`config.mk`:
```
export PLATFORM = sky130hd
export DESIGN_NAME = seq_detect_fsm
export DESIGN_NICKNAME = d
export VERILOG_FILES = /design/src/rtl/seq_detect_fsm.sv
export SDC_FILE = /design/constraint.sdc
export NUM_CORES = 1
export LEC_CHECK = 0
export BUFFER_PORTS_ARGS = -buffer_cell sky130_fd_sc_hd__buf_2
export CORE_MARGIN = 4
export CORE_UTILIZATION = 48
export DETAILED_ROUTE_END_ITERATION = 10
export PLACE_DENSITY = 0.73
export SYNTH_ARGS = -nofsm -noshare
export SYNTH_HDL_FRONTEND = slang
export SYNTH_SLANG_ARGS = --single-unit
```
`constraint.sdc`:
```
create_clock -name clk -period 1.6 [get_ports clk]
set_input_delay 0.16 -clock clk [delete_from_list [all_inputs] [get_ports clk]]
set_output_delay 0.16 -clock clk [all_outputs]
set_load 0.05 [all_outputs]
```
`src/rtl/seq_detect_fsm.sv`:
```
// seq_detect_fsm: programmable serial pattern detector with overlap mode,
// input qualification and a saturating match counter.
module seq_detect_fsm #(
    parameter int               PAT_W   = 4,
    parameter int               CNT_W   = 8,
    parameter bit               OVERLAP = 1'b1,
    parameter logic [PAT_W-1:0] RST_PAT = 4'b1011
) (
    input  logic             clk,
    input  logic             rst_n,
    input  logic             in_valid,
    input  logic             a,
    input  logic             pat_load,
    input  logic [PAT_W-1:0] pat_in,
    input  logic             cnt_clr,
    output logic             out1,
    output logic             out2,
    output logic [CNT_W-1:0] match_cnt
);
    localparam int P_W = $clog2(PAT_W);

    typedef enum logic {S_IDLE, S_TRACK} state_t;

    state_t           r_state, w_state_nxt;
    logic [P_W-1:0]   r_p, w_p_nxt, w_cand;
    logic [PAT_W-2:0] r_hist, w_hist_nxt;
    logic [PAT_W-1:0] r_pat, w_pat_nxt, w_win;
    logic [CNT_W-1:0] r_cnt, w_cnt_nxt;
    logic             r_out1, w_out1_nxt, w_match;

    always_ff @(posedge clk or negedge rst_n) begin
        if (!rst_n) begin
            r_state <= S_IDLE;
            r_p     <= '0;
            r_hist  <= '0;
            r_pat   <= RST_PAT;
            r_cnt   <= '0;
            r_out1  <= 1'b0;
        end else begin
            r_state <= w_state_nxt;
            r_p     <= w_p_nxt;
            r_hist  <= w_hist_nxt;
            r_pat   <= w_pat_nxt;
            r_cnt   <= w_cnt_nxt;
            r_out1  <= w_out1_nxt;
        end
    end

    // w_win holds the newest PAT_W bits with the incoming bit in w_win[0];
    // w_cand is the longest proper prefix (<= p+1) ending at that bit, which
    // after a full match is exactly the pattern's longest border.
    always_comb begin
        w_win  = {r_hist, a};
        w_cand = '0;
        for (int k = 1; k < PAT_W; k++)
            if (k <= int'(r_p) + 1 &&
                (((r_pat >> (PAT_W - k)) ^ w_win) & ~({PAT_W{1'b1}} << k)) == '0)
                w_cand = P_W'(k);
        w_match    = (int'(r_p) == PAT_W - 1) && (w_win == r_pat);
        w_pat_nxt  = r_pat;
        w_p_nxt    = r_p;
        w_hist_nxt = r_hist;
        w_out1_nxt = 1'b0;
        if (pat_load) begin
            w_pat_nxt  = pat_in;
            w_p_nxt    = '0;
            w_hist_nxt = '0;
        end else if (in_valid) begin
            w_hist_nxt = w_win[PAT_W-2:0];
            w_out1_nxt = w_match;
            w_p_nxt    = (w_match && !OVERLAP) ? '0 : w_cand;
        end
        w_state_nxt = (w_p_nxt != '0) ? S_TRACK : S_IDLE;
        w_cnt_nxt   = cnt_clr ? '0 : (w_out1_nxt && r_cnt != '1) ? r_cnt + CNT_W'(1) : r_cnt;
    end

    assign out1      = r_out1;
    assign out2      = (r_state == S_TRACK);
    assign match_cnt = r_cnt;
endmodule

```
Yosys cells after proc, flatten, opt, wreduce, memory -nomap -nowiden --
Index checks and enable logic that the tools add are counted.
Operators by class: add/subtract/negate cells 2, order comparisons 3, equality and inequality tests 3, multiplexer cells 12, bitwise operators 3, reduce and logical (&&, ||, !) cells 11
Operators with widths (count):
- less-or-equal comparator 2 x 32 -> 1 bit (first input constant) | 1
- less-or-equal comparator 3 x 32 -> 1 bit (first input constant) | 1
- 2-to-1 mux 8 bit | 2
- logical NOT 4 bit | 3
- adder 8 x 1 -> 8 bit (second input constant) | 1
- 2-to-1 mux 2 bit | 4
- != test 8 bit (second input constant) | 1
- 2-to-1 mux 3 bit | 2
- nonzero test 2 bit | 3
- logical AND 1 bit | 5
- equality test 4 bit | 1
- 2-to-1 mux 1 bit | 4
- adder 2 x 1 -> 3 bit (second input constant) | 1
- less-or-equal comparator 2 x 3 -> 1 bit (first input constant) | 1
- bitwise XOR 3 bit | 1
- equality test 2 x 1 -> 1 bit (second input constant) | 1
- bitwise XOR 2 bit | 1
- bitwise XOR 1 bit | 1
Word-level totals: bits in registers 19, bits of input ports 10, logic and storage cells 40

Depth between registers and ports, before layout --
depth in word-level cells 10, depth in mapped cells 6, mapped depth without buffers 5

Worst setup path after synthesis --
OpenSTA, ideal clock, no wires.
path type flip-flop to flip-flop, start point reg r_cnt[0] (netlist: match_cnt[0]), end point reg r_cnt[7] (netlist: match_cnt[7]), setup time 0.128 ns, arrival time 1.774 ns, data required time 1.472 ns, path slack -0.301 ns, stages on the path, launching flop included 7, cell sequence dfrtp_1 ha_1 nand3_1 o211ai_2 buf_6 nor4_2 mux2_1
On the way: word-level cells in the longest chain between the ends 3, elaborated cells on any way between the ends 6
RTL lines:
- start, declared | RTL line 28 | logic [CNT_W-1:0] r_cnt, w_cnt_nxt;
- start signal, assigned | RTL line 44 | r_cnt <= w_cnt_nxt;
- adder 8 x 1 -> 8 bit or != test 8 bit (tied branches) | RTL line 74 | w_cnt_nxt = cnt_clr ? '0 : (w_out1_nxt && r_cnt != '1) ? r_cnt + CNT_W'(1) : r_cnt;
- 2-to-1 mux 8 bit or logical AND 1 bit (tied branches) | RTL line 74
- 2-to-1 mux 8 bit or nonzero test 2 bit (tied branches)
Several ways; a longest one is shown, not always the timed one. The select of a mux whose other input is x is not followed. A chain may end at the register's enable or synchronous reset.

Worst setup path after layout --
start point reg r_pat[2], end point reg r_cnt[2] (netlist: match_cnt[2])
On the way: word-level cells in the longest chain between the ends 6
RTL lines:
- start, declared | RTL line 27 | logic [PAT_W-1:0] r_pat, w_pat_nxt, w_win;
- start signal, assigned | RTL line 43 | r_pat <= w_pat_nxt;
- equality test 4 bit | RTL line 59 | w_match = (int'(r_p) == PAT_W - 1) && (w_win == r_pat);
- logical AND 1 bit | RTL line 59
- 2-to-1 mux 1 bit | RTL line 68 | end else if (in_valid) begin
- 2-to-1 mux 1 bit | RTL line 64 | if (pat_load) begin
- logical AND 1 bit | RTL line 74
- nonzero test 2 bit (no line)
Every way passes these cells.

==> impl_results.md <==
* Run status: finished, violations left
* Violated checks: negative setup slack
* Starting density of the core at roughly 52%
* Cell with the most instances after synthesis: sky130_fd_sc_hd__dfrtp_1
* Setup skew after layout at 0.002697 ns
* Height of the die at about 55 um
* Total inserted antenna cells at 0
* Total half-perimeter wirelength after legalization and detailed placement at about 1600 um
* Post-Syn Instances at about 100
* Worst slew margin relative to its limit at between 70% and 80%
* Number of buffers created by CTS at 3
* Core outline area at between 2000 and 2500 sq um
* PortBufs at 19
* Clock-pin slew on the worst setup and hold paths at between 0.1 and 0.15 ns
* Hold violation count in the final report at 0
* Unrepaired setup endpoints after global routing: true
* Sinks on the clock net at 19
* Post-synth top area share at between 30 and 40%
* Cell count after placement at roughly 150
* Slew Limit Fails at 0
* Final instance count without filler cells at between 150 and 200
* Vias after detailed routing at 885
* Overall die area at about 3000 sq um
* Area added between synthesis and finish at 40.52%
* CTS HTree Levels at 1
* Clock root buffer master: sky130_fd_sc_hd__clkbuf_4
* Ratio of routed vias to standard cells at roughly 5.3
* Aggregate routed wire length at 2559 um
* Maximum Capacitance Violations at 0
* Slack of the critical path at -0.1196 ns
* Vias in the first global route at 874
* Final weighted congestion of routability-driven global placement at approximately 0.85
* Max Clk Rate at 581.5 MHz
* Yosys reg bits at 19
* Most used standard cells in the synthesized netlist: sky130_fd_sc_hd__dfrtp_1 (16), sky130_fd_sc_hd__xnor2_1 (10), sky130_fd_sc_hd__nor2_1 (9)
* Post-synthesis net count at 109
* Tightest Hold Check Type: in -> reg
* Critical path launch point: r_pat[2]
* Pin count of the biggest net entering global routing at 20
* Fraction of registers with async set/reset at 100.0%
* EDFF count, synth at 0
* Yosys cell types at 31
* Global-route wire length before repair at between 3000 and 4000 um
* Count of fill cells added during filler insertion at roughly 150
* Power per standard cell area at approximately 650 nW/um^2
* Share of layout cells above drive strength 1 at 61.15%
* Element type at the critical path end: flop
* Post-layout power at 0.9806 mW
* Final ANT Viol Nets at 0
* Adder and majority cell fraction of the synthesized area at 1.171%
* Drt wl/cell at between 15 and 20 um
* Post-layout minimum cycle time at ~1.7 ns
* Starting DRC count in detailed routing at 5
* Top area cells in the synthesized netlist: sky130_fd_sc_hd__dfrtp_1 (37%), sky130_fd_sc_hd__xnor2_1 (8.2%), sky130_fd_sc_hd__dfstp_2 (7.4%), sky130_fd_sc_hd__buf_6 (4.2%), sky130_fd_sc_hd__mux2_2 (4.2%)
* Main synth FF type: sky130_fd_sc_hd__dfrtp_1
* Compound-gate portion of the synthesized area at between 10% and 20%
* Number of warnings issued by yosys at 0
* Leakage power at about 0.70 nW
* Clk Latency, worst-skew pair at about 0.3 ns
* Critical setup path kind: reg -> reg
* Number of top-level pins at 20
* Avg Synthesized Cell Area at ~11 sq um
* Total negative setup slack at -0.8053 ns
* Reg2Reg Launch Point: r_pat[2]
* TritonCTS clock tree: yes
* Buffer depth of the longest clock path at 2
* Mapped cell area at 1069 sq um
* Overflow left after global routing at 0
* Fin crit share at 107.5%
* Initial antenna violation count at 0
* Core Rows at 16
* Sequential element share of the synthesized area at 44.85%
* Synth Area in XOR/XNOR at about 8%
* Fraction of synthesized area in multiplexers at between 10% and 20%
* Required time at the endpoint of the critical path at approximately 1.8 ns
* Highest net fanout along the worst path at 6
* Cell type with the largest total area after synthesis: sky130_fd_sc_hd__dfrtp_1
* Total area of multi-input combinational cells at between 600 and 700 sq um
* Launching element type of the critical path: flop
* Crit path arrival time at just under 2 ns
* GRT Resource Usage Total at about 18%
* Worst Min Path Start: pat_in[0]
* Setup violations, final at 8
* FF/Latch Area at 486.7 sq um
* Measured slew at the worst slew-check pin at roughly 0.44 ns
* Max rail drop VDD at ~560 uV
* DR pass1 iterations at 4
* Area fraction in and, or, nand and nor cells after synthesis at ~17%
* Die W at between 50 and 60 um
* Dominant combinational cell family by area after synthesis: simple AND/OR/NAND/NOR gates
* Final Net Count at ~150
* DRC viols at 0
## state kept, by name, indices dropped and copies added, names as in the netlist
signal / flops
match_cnt: 8
out1: 1
out2: 1
r_hist: 3
r_p: 2
r_pat: 4
## critical path, stage by stage, from the launching register on
cell and delay (ns):
sky130_fd_sc_hd__dfrtp_1 0.44, sky130_fd_sc_hd__xnor2_2 0.27, sky130_fd_sc_hd__o211ai_4 0.17, sky130_fd_sc_hd__buf_6 0.17, sky130_fd_sc_hd__or4_4 0.47, sky130_fd_sc_hd__a21oi_2 0.14
## cell families (layout without fill, tap and decap cells)
group / after synthesis / after routing
XOR/XNOR: 10 / 10
buffers and inverters: 11 / 52
flip-flops: 19 / 19
AND/OR/NAND/NOR: 30 / 30
multiplexers: 10 / 10
adder cells (fa/ha/maj): 1 / 1
AO/OA/AOI/OAI: 17 / 17
## where the power goes
part | leakage [nW] | internal (mW) | total [mW] | switching, mW
Combinational | 0.444 | 0.105 | 0.209 | 0.104
Sequential | 0.239 | 0.506 | 0.523 | 0.0173
Clock | 0.0177 | 0.0931 | 0.249 | 0.155
## layout by cell type (no fill, tap or decap), drive strengths merged, types with 5 or more instances in the layout
master and count:
buf 44, dfrtp 16, xnor2 10, nor2 9, mux2 7, a21oi 5, nand3 5
## metal layers
metal,vias to the layer above,share of wire [%],track usage (%)
li1,426,-,-
met1,439,44,21.55
met2,18,52,31.69
met3,2,3.2,2.949
met4,0,0.66,10.53
met5,-,0,0
## path summary, 6_finish.rpt
path                                      to  slack, ns  depth (start not counted)
worst max register to register  match_cnt[2]      -0.12                          5
min in group asynchronous       match_cnt[7]       0.32                          2
worst min-delay path                r_pat[0]       0.08                          2
max in group asynchronous           r_pat[3]       0.94                          2
worst min register to register        r_p[0]       0.60                          2
worst max-delay path            match_cnt[2]      -0.12                          5
## through the flow
step           hold WS, ns  utilization [%]  setup WS (ns)  area [sq um]
3_3_place_gp        0.1224            62.19       -0.05176          1270
4_1_cts            0.07222            68.38       -0.06298          1396
3_5_place_dp        0.1291            62.19       -0.09387          1270
6_report           0.08278            73.53        -0.1196          1501
5_1_grt            0.07301            73.53        -0.2032          1501
2_1_floorplan      -0.1356                -        -0.1554          1092
## repair_timing
item,in CTS,in global routing
setup buffers,3,4
hold buffers,1,0
cloned,0,1
endpoints found under the setup margin,8,8
hold endpoints to repair,16,0
gates resized for setup,11,15
pin swaps,4,10
## cell type report
| class | instances | share of cell area, % |
|---|---|---|
| clock buffer | 3 | 1.500 |
| inverter | 3 | 0.7500 |
| sequential | 19 | 32.42 |
| timing repair buffer | 45 | 19.83 |
| clock inverter | 1 | 0.3333 |
| tap | 27 | 2.250 |
| multi-input combinational | 68 | 42.92 |
Note: power is estimated with default switching activity, not from simulation.
